`src/rtl/anc_pwm_out_if.sv`:
```
// Sample bus from the adaptive FIR stage into the ANC PWM output stage.
// The master drives a one-cycle ready strobe that qualifies both samples.
interface anc_pwm_out_if;
  logic               ready_in;
  logic signed [15:0] anti_in;
  logic signed [15:0] audio_in;

  modport master (output ready_in, output anti_in, output audio_in);
  modport slave  (input  ready_in, input  anti_in, input  audio_in);
endinterface

```
`src/rtl/anc_pwm_out.sv`:
```
// ANC output stage: saturating mix of anti-noise and playback audio, mute/gain,
// double-buffered PWM duty, sticky clip/overrun flags. Optional soft-mute ramp: ANC_SOFT_MUTE_EN.
module anc_pwm_out #(
  parameter int PWM_BITS   = 8,
  parameter int GAIN_UNITY = 128
) (
  input  logic         clk_in,
  input  logic         rst_in,
  anc_pwm_out_if.slave smp,
  input  logic         mute_in,
  input  logic         clear_in,
  output logic         pwm_out,
  output logic         clip_out,
  output logic         overrun_out
);

  localparam int GAIN_W     = $clog2(GAIN_UNITY + 1);
  localparam int GAIN_SHIFT = 7;
  localparam int PROD_W     = 17 + GAIN_W;

  localparam logic [PWM_BITS-1:0] DUTY_MID  = {1'b1, {(PWM_BITS-1){1'b0}}};
  localparam logic [PWM_BITS-1:0] CNT_MAX   = {PWM_BITS{1'b1}};
  localparam logic [GAIN_W-1:0]   GAIN_FULL = GAIN_W'(GAIN_UNITY);

  logic [GAIN_W-1:0] gain_eff;

  // ---------------- S1: saturating mix ----------------
  logic signed [16:0] mix;
  logic               mix_ovf;
  logic signed [15:0] mix_sat;

  always_comb begin
    mix     = {smp.audio_in[15], smp.audio_in} + {smp.anti_in[15], smp.anti_in};
    mix_ovf = mix[16] ^ mix[15];
    mix_sat = mix[15:0];
    if (mix_ovf) begin
      mix_sat = mix[16] ? 16'sh8000 : 16'sh7fff;
    end
  end

  logic               s1_valid_q, s1_valid_d;
  logic signed [15:0] s1_sat_q,   s1_sat_d;

  // ---------------- Gain source ----------------
`ifdef ANC_SOFT_MUTE_EN
  typedef enum logic [1:0] {
    ST_MUTED,
    ST_RAMP_UP,
    ST_ACTIVE,
    ST_RAMP_DOWN
  } mute_state_e;

  mute_state_e       state_q, state_d;
  logic [GAIN_W-1:0] gain_q,  gain_d;

  always_comb begin
    state_d = state_q;
    gain_d  = gain_q;
    case (state_q)
      ST_MUTED: begin
        if (!mute_in) state_d = ST_RAMP_UP;
      end
      ST_RAMP_UP: begin
        if (mute_in) begin
          state_d = ST_RAMP_DOWN;
        end else if (gain_q == GAIN_FULL) begin
          state_d = ST_ACTIVE;
        end else if (smp.ready_in) begin
          gain_d = gain_q + GAIN_W'(1);
          if (gain_d == GAIN_FULL) state_d = ST_ACTIVE;
        end
      end
      ST_ACTIVE: begin
        if (mute_in) state_d = ST_RAMP_DOWN;
      end
      ST_RAMP_DOWN: begin
        // A quick mute toggle can land here at gain 0; never wrap below zero.
        if (!mute_in) begin
          state_d = ST_RAMP_UP;
        end else if (gain_q == '0) begin
          state_d = ST_MUTED;
        end else if (smp.ready_in) begin
          gain_d = gain_q - GAIN_W'(1);
          if (gain_d == '0) state_d = ST_MUTED;
        end
      end
      default: begin
        state_d = ST_MUTED;
        gain_d  = '0;
      end
    endcase
  end

  always_ff @(posedge clk_in or negedge rst_in) begin
    if (!rst_in) begin
      state_q <= ST_MUTED;
      gain_q  <= '0;
    end else begin
      state_q <= state_d;
      gain_q  <= gain_d;
    end
  end

  assign gain_eff = gain_q;
`else
  assign gain_eff = mute_in ? '0 : GAIN_FULL;
`endif

  // ---------------- S2: gain scaling ----------------
  logic signed [PROD_W-1:0] prod;
  logic                     s2_valid_q, s2_valid_d;
  logic signed [15:0]       s2_scaled_q, s2_scaled_d;

  always_comb begin
    prod        = PROD_W'(s1_sat_q) * $signed(PROD_W'(gain_eff));
    s2_valid_d  = s1_valid_q;
    s2_scaled_d = s1_valid_q ? 16'(prod >>> GAIN_SHIFT) : s2_scaled_q;
  end

  // ---------------- S3 + PWM ----------------
  logic [15:0]         offset_bin;
  logic [PWM_BITS-1:0] duty_new;
  logic [PWM_BITS-1:0] cnt_q, cnt_d;
  logic [PWM_BITS-1:0] active_q, active_d;
  logic [PWM_BITS-1:0] pend_q, pend_d;
  logic                pend_valid_q, pend_valid_d;
  logic                pwm_q, pwm_d;
  logic                clip_q, clip_d;
  logic                overrun_q, overrun_d;
  logic                wrap_load;
  logic                overrun_evt;
  logic                clip_evt;

  always_comb begin
    s1_valid_d = smp.ready_in;
    s1_sat_d   = smp.ready_in ? mix_sat : s1_sat_q;

    // Signed to offset-binary, then keep the top PWM_BITS as the duty code.
    offset_bin = s2_scaled_q ^ 16'h8000;
    duty_new   = PWM_BITS'(offset_bin >> (16 - PWM_BITS));

    cnt_d     = cnt_q + PWM_BITS'(1);
    pwm_d     = (cnt_q < active_q);
    wrap_load = (cnt_q == CNT_MAX) && pend_valid_q;
    active_d  = wrap_load ? pend_q : active_q;

    // A write coinciding with the wrap load keeps the new value pending, no overrun.
    pend_d       = s2_valid_q ? duty_new : pend_q;
    pend_valid_d = s2_valid_q | (pend_valid_q & ~wrap_load);
    overrun_evt  = s2_valid_q & pend_valid_q & ~wrap_load;
    clip_evt     = smp.ready_in & mix_ovf;

    clip_d    = (clip_q & ~clear_in) | clip_evt;
    overrun_d = (overrun_q & ~clear_in) | overrun_evt;
  end

  always_ff @(posedge clk_in or negedge rst_in) begin
    if (!rst_in) begin
      s1_valid_q   <= 1'b0;
      s1_sat_q     <= '0;
      s2_valid_q   <= 1'b0;
      s2_scaled_q  <= '0;
      cnt_q        <= '0;
      active_q     <= DUTY_MID;
      pend_q       <= DUTY_MID;
      pend_valid_q <= 1'b0;
      pwm_q        <= 1'b0;
      clip_q       <= 1'b0;
      overrun_q    <= 1'b0;
    end else begin
      s1_valid_q   <= s1_valid_d;
      s1_sat_q     <= s1_sat_d;
      s2_valid_q   <= s2_valid_d;
      s2_scaled_q  <= s2_scaled_d;
      cnt_q        <= cnt_d;
      active_q     <= active_d;
      pend_q       <= pend_d;
      pend_valid_q <= pend_valid_d;
      pwm_q        <= pwm_d;
      clip_q       <= clip_d;
      overrun_q    <= overrun_d;
    end
  end

  assign pwm_out     = pwm_q;
  assign clip_out    = clip_q;
  assign overrun_out = overrun_q;

endmodule
```
`src/flat_wrapper.sv`:
```
// flat-port wrapper written by rule: the top's interface ports become plain ports
module anc_pwm_out_flat 
#(
  parameter int PWM_BITS   = 8,
  parameter int GAIN_UNITY = 128
)
  (clk_in, rst_in, mute_in, clear_in, pwm_out, clip_out, overrun_out, smp_ready_in, smp_anti_in, smp_audio_in);
  anc_pwm_out_if smp_i ();
  input  logic clk_in;
  input  logic rst_in;
  input  logic mute_in;
  input  logic clear_in;
  output logic pwm_out;
  output logic clip_out;
  output logic overrun_out;
  input wire logic [$bits(smp_i.ready_in)-1:0] smp_ready_in;
  input wire logic [$bits(smp_i.anti_in)-1:0] smp_anti_in;
  input wire logic [$bits(smp_i.audio_in)-1:0] smp_audio_in;
  assign smp_i.ready_in = smp_ready_in;
  assign smp_i.anti_in = smp_anti_in;
  assign smp_i.audio_in = smp_audio_in;
  anc_pwm_out #(.PWM_BITS(PWM_BITS), .GAIN_UNITY(GAIN_UNITY)) u_core (.clk_in(clk_in), .rst_in(rst_in), .smp(smp_i), .mute_in(mute_in), .clear_in(clear_in), .pwm_out(pwm_out), .clip_out(clip_out), .overrun_out(overrun_out));
endmodule
```
`config.mk`:
```
export PLATFORM = sky130hd
export DESIGN_NAME = anc_pwm_out_flat
export DESIGN_NICKNAME = d
export VERILOG_FILES = /design/src/rtl/anc_pwm_out_if.sv /design/src/rtl/anc_pwm_out.sv /design/src/flat_wrapper.sv
export SDC_FILE = /design/constraint.sdc
export NUM_CORES = 1
export LEC_CHECK = 0
export BUFFER_PORTS_ARGS = -buffer_cell sky130_fd_sc_hd__buf_2
export CORE_MARGIN = 2
export CORE_UTILIZATION = 55
export CTS_BUF_LIST = sky130_fd_sc_hd__clkbuf_8 sky130_fd_sc_hd__clkbuf_16
export DETAILED_ROUTE_END_ITERATION = 8
export MAX_ROUTING_LAYER = met4
export PLACE_DENSITY = 0.85
export SLEW_MARGIN = 10
export SYNTH_ARGS = -nofsm -noshare
export SYNTH_HDL_FRONTEND = slang
export SYNTH_SLANG_ARGS = --single-unit
```
`constraint.sdc`:
```
create_clock -name clk_in -period 3 [get_ports clk_in]
set_input_delay 0.6 -clock clk_in [delete_from_list [all_inputs] [get_ports clk_in]]
set_output_delay 0.6 -clock clk_in [all_outputs]
set_load 0.005 [all_outputs]
```
==> results.sh <==
export IMPL_r2r_end="u_core.active_q[0]"
export IMPL_status="complete, no violations"
export IMPL_clkSinkCount=46
export IMPL_m1WireLength_um=1810
export IMPL_synth_cell_types=47
export IMPL_critPathBufInv=1
export IMPL_stdcell_count=353
export IMPL_routed_wl_um=4480
export IMPL_ys_seq_elements=46
export IMPL_grt_pass1_wl_um=7850
export IMPL_grt_pass1_vias=1961
export IMPL_max_freq_mhz=427
export IMPL_p_clk_share_pct=25.8
export IMPL_clockRootBuffer="clkbuf_8"
export IMPL_leakagePower_nw=1.41
export IMPL_syn_area_um2=2660
export IMPL_cts_buffers=5
export IMPL_crit_path_cell_trace="buf_2, ha_1, a21oi_1, o21ai_1, a211oi_2, nand3b_1, o21a_1, xnor2_1, a22o_1"
export IMPL_syn_num_nets=318
export IMPL_synth_top_flop_cell="dfrtp_1"
export IMPL_viasPerCell=5.53
export IMPL_htreeDepth=2
export IMPL_p_sw_share_pct=28.5
export IMPL_clk_path_buf_depth=2
export IMPL_p_switching_w=0.000394
export IMPL_initial_core_util_pct=56.6
export IMPL_fin_area_um2=2960
export IMPL_hold_viol_final=0
export IMPL_crit_type="input port to flop"
export IMPL_peakVddDrop_mv=0.229
export IMPL_ys_seq_area_share_pct=43.4
export IMPL_synthArstFlopShare_pct=100
export IMPL_syn_inst=258
export IMPL_drt_first_iter_violations=112
export IMPL_cts_hold_buffers=0
export IMPL_drv_cap=0
export IMPL_grt_use_total_pct=18.7
export IMPL_cts_setup_buffers=0
export IMPL_cp_end_kind="flop"
export IMPL_antenna_found_initial=0
export IMPL_timing_reg2reg_setup_slack_ps=1110
export IMPL_yosysWarnings=0
export IMPL_route_met3_wl_um=180
export IMPL_multi_input_area_um2=1350
export IMPL_rr_worst_depth=6
export IMPL_vias=1951
export IMPL_grt_start_max_net_pins=47
export IMPL_cp_required_ps=3190
export IMPL_p_int_w=0.000988
export IMPL_ant_nets=0
export IMPL_max_slew_margin_rel_pct=35.8
export IMPL_cts_resized=0
export IMPL_drive_above_1_share_pct=24.4
export IMPL_die_y_um=73.5
export IMPL_synth_edf_count=0
export IMPL_holdWs_ps=456
export IMPL_fin_skew_ps=8.85
export IMPL_comb_power_share_pct=21.9
export IMPL_core_rowCount=25
export IMPL_avgSynthCellArea_um2=10.3
export IMPL_dr_pass1_iters=6
export IMPL_fillCellCount=376
export IMPL_crit_slowest_cell="ha_1"
export IMPL_setup_viol=0
export IMPL_clock_latency_ps=290
export IMPL_io_buffers=39
export IMPL_regArea_um2=1150
export IMPL_worstMarginPinSlew_ps=962
export IMPL_crit_fanout=11
export IMPL_tritoncts="yes"
export IMPL_placed_cell_area_um2=2880
export IMPL_dp_cells=345
export IMPL_coreArea_um2=4690
export IMPL_dieArea_um2=5400
export IMPL_overflow=0
export IMPL_rsz0062_at_grt="no"
export IMPL_cp_slowest_stage_delay_ps=360
export IMPL_pin_count=40
export IMPL_critical_path_top_delay_family="compound AO/OA/AOI/OAI gates"
export IMPL_fin_crit_sh_pct=78.0
export IMPL_area_growth_pct=11.5
export IMPL_startpoint_type="input port"
export IMPL_top_layer="met4"
export IMPL_final_max_slew_viol_count=0
export IMPL_r2r_start="u_core.cnt_q[0]"
export IMPL_wl_met2_um=2420
export IMPL_setup_tns_ps=0
export IMPL_clk_pin_slew_worst_paths_ps=80
export IMPL_power_per_cell_area_nw_per_um2=466
export IMPL_hp_class="input port to async pin"
export IMPL_arrival_ps=2530
export IMPL_drc=0
export IMPL_dp_hpwl_um=3530
export IMPL_nets=358
export IMPL_diodes=0
export IMPL_wire_per_inst_um=12.7
export IMPL_place_gp_congestion=0.843
export IMPL_seqPwrFrac_pct=52.3
export IMPL_die_w_um=73.5
export IMPL_layout_min_cycle_time_ps=2340
## registers in the layout (all words and copies together), names as in the netlist
signal	flops
u_core.s2_scaled_q	8
u_core.pwm_out	1
u_core.s2_valid_q	1
u_core.pend_valid_q	1
u_core.clip_out	1
u_core.overrun_out	1
u_core.active_q	8
u_core.s1_valid_q	1
u_core.pend_q	8
u_core.s1_sat_q	8
u_core.cnt_q	8
## layout by cell type (no fill, tap or decap), types with 2 or more instances in the layout
cell type	synthesis	routed
o2bb2ai_1	2	2
xor2_1	4	4
nand4_1	3	3
mux2_2	8	8
o22ai_1	5	5
inv_1	27	28
o21ai_0	15	15
o22ai_2	2	2
nand3b_1	10	10
nand2b_1	4	4
ha_1	23	23
o21ai_1	12	12
xnor2_1	8	8
and4_1	2	2
buf_2	1	39
nand2_1	15	15
dfstp_2	2	2
a21oi_2	6	6
nor2b_1	4	4
dfrtp_1	44	44
nand3_1	7	7
nor2_1	7	7
clkbuf_8	0	5
a21oi_1	15	15
a21o_1	5	5
## synthesized netlist by cell type, types with 2 or more instances
master / instances / area (um2)
inv_1: 27 / 101
nand2b_1: 4 / 25.0
a21oi_2: 6 / 52.6
o22ai_2: 2 / 25.0
ha_1: 23 / 288
nor2_1: 7 / 26.3
nor2b_1: 4 / 25.0
o2bb2ai_1: 2 / 17.5
nand4_1: 3 / 18.8
o21ai_1: 12 / 60.1
nand3_1: 7 / 35.0
a21o_1: 5 / 37.5
nand3b_1: 10 / 75.1
and4_1: 2 / 17.5
mux2_2: 8 / 90.1
dfstp_2: 2 / 52.6
o21ai_0: 15 / 75.1
clkbuf_1: 3 / 11.3
buf_6: 3 / 33.8
xor2_1: 4 / 35.0
xnor2_1: 8 / 70.1
nand2_1: 15 / 56.3
dfrtp_1: 44 / 1100
a21oi_1: 15 / 75.1
o22ai_1: 5 / 31.3
## routing by layer
layer / GRT usage [%] / up-vias
met3: 3.70 / 6
met4: 5.66 / 0
met1: 19.9 / 919
li1: - / 982
met5: - / -
met2: 34.6 / 44
## cells by family (layout without fill, tap and decap cells)
group,after synthesis,count (layout),synth area share (%)
multiplexers,9,9,3.81
adder cells (fa/ha/maj),23,23,10.8
flip-flops,46,46,43.4
buffers and inverters,34,75,5.70
AND/OR/NAND/NOR,60,60,12.9
XOR/XNOR,13,13,4.99
AO/OA/AOI/OAI,73,73,18.4
## worst max path at each step
stage / start / to / slack (ps) / cells after the start
5_1_grt: smp_audio_in[8] / u_core.clip_out / 530 / 9
2_1_floorplan: smp_audio_in[8] / u_core.s1_sat_q[10] / 730 / 9
6_report: smp_audio_in[8] / u_core.clip_out / 660 / 9
3_5_place_dp: smp_audio_in[8] / u_core.clip_out / 360 / 9
3_3_place_gp: smp_audio_in[8] / u_core.clip_out / 430 / 9
4_1_cts: smp_audio_in[8] / u_core.clip_out / 670 / 9
## power groups by stage
stage	clock, W	sequential (W)	combinational (W)
final	0.000356	0.000723	0.000303
after detailed placement	0	0.000736	0.000304
after floorplan	0	0.000723	0.000241
after CTS	0.000367	0.000723	0.000306
after global routing	0.000396	0.000732	0.000343
after global placement	0	0.000731	0.000291
## metrics by stage
stage	setup slack (ps)	power [W]	utilization, %
floorplan	730	0.000963	-
global placement	430	0.00102	61.3
detailed placement	360	0.00104	61.3
CTS	669	0.00140	63.2
global route	527	0.00147	63.2
finish	660	0.00138	63.2
## layout make-up
class,instances,area share (%)
clock buffer,5,2.32
clock inverter,3,0.591
inverter,27,3.42
sequential,46,38.9
tap,54,2.28
timing repair buffer,40,6.84
multi-input combinational,178,45.6
No activity file was read; power rests on OpenSTA's default activity.
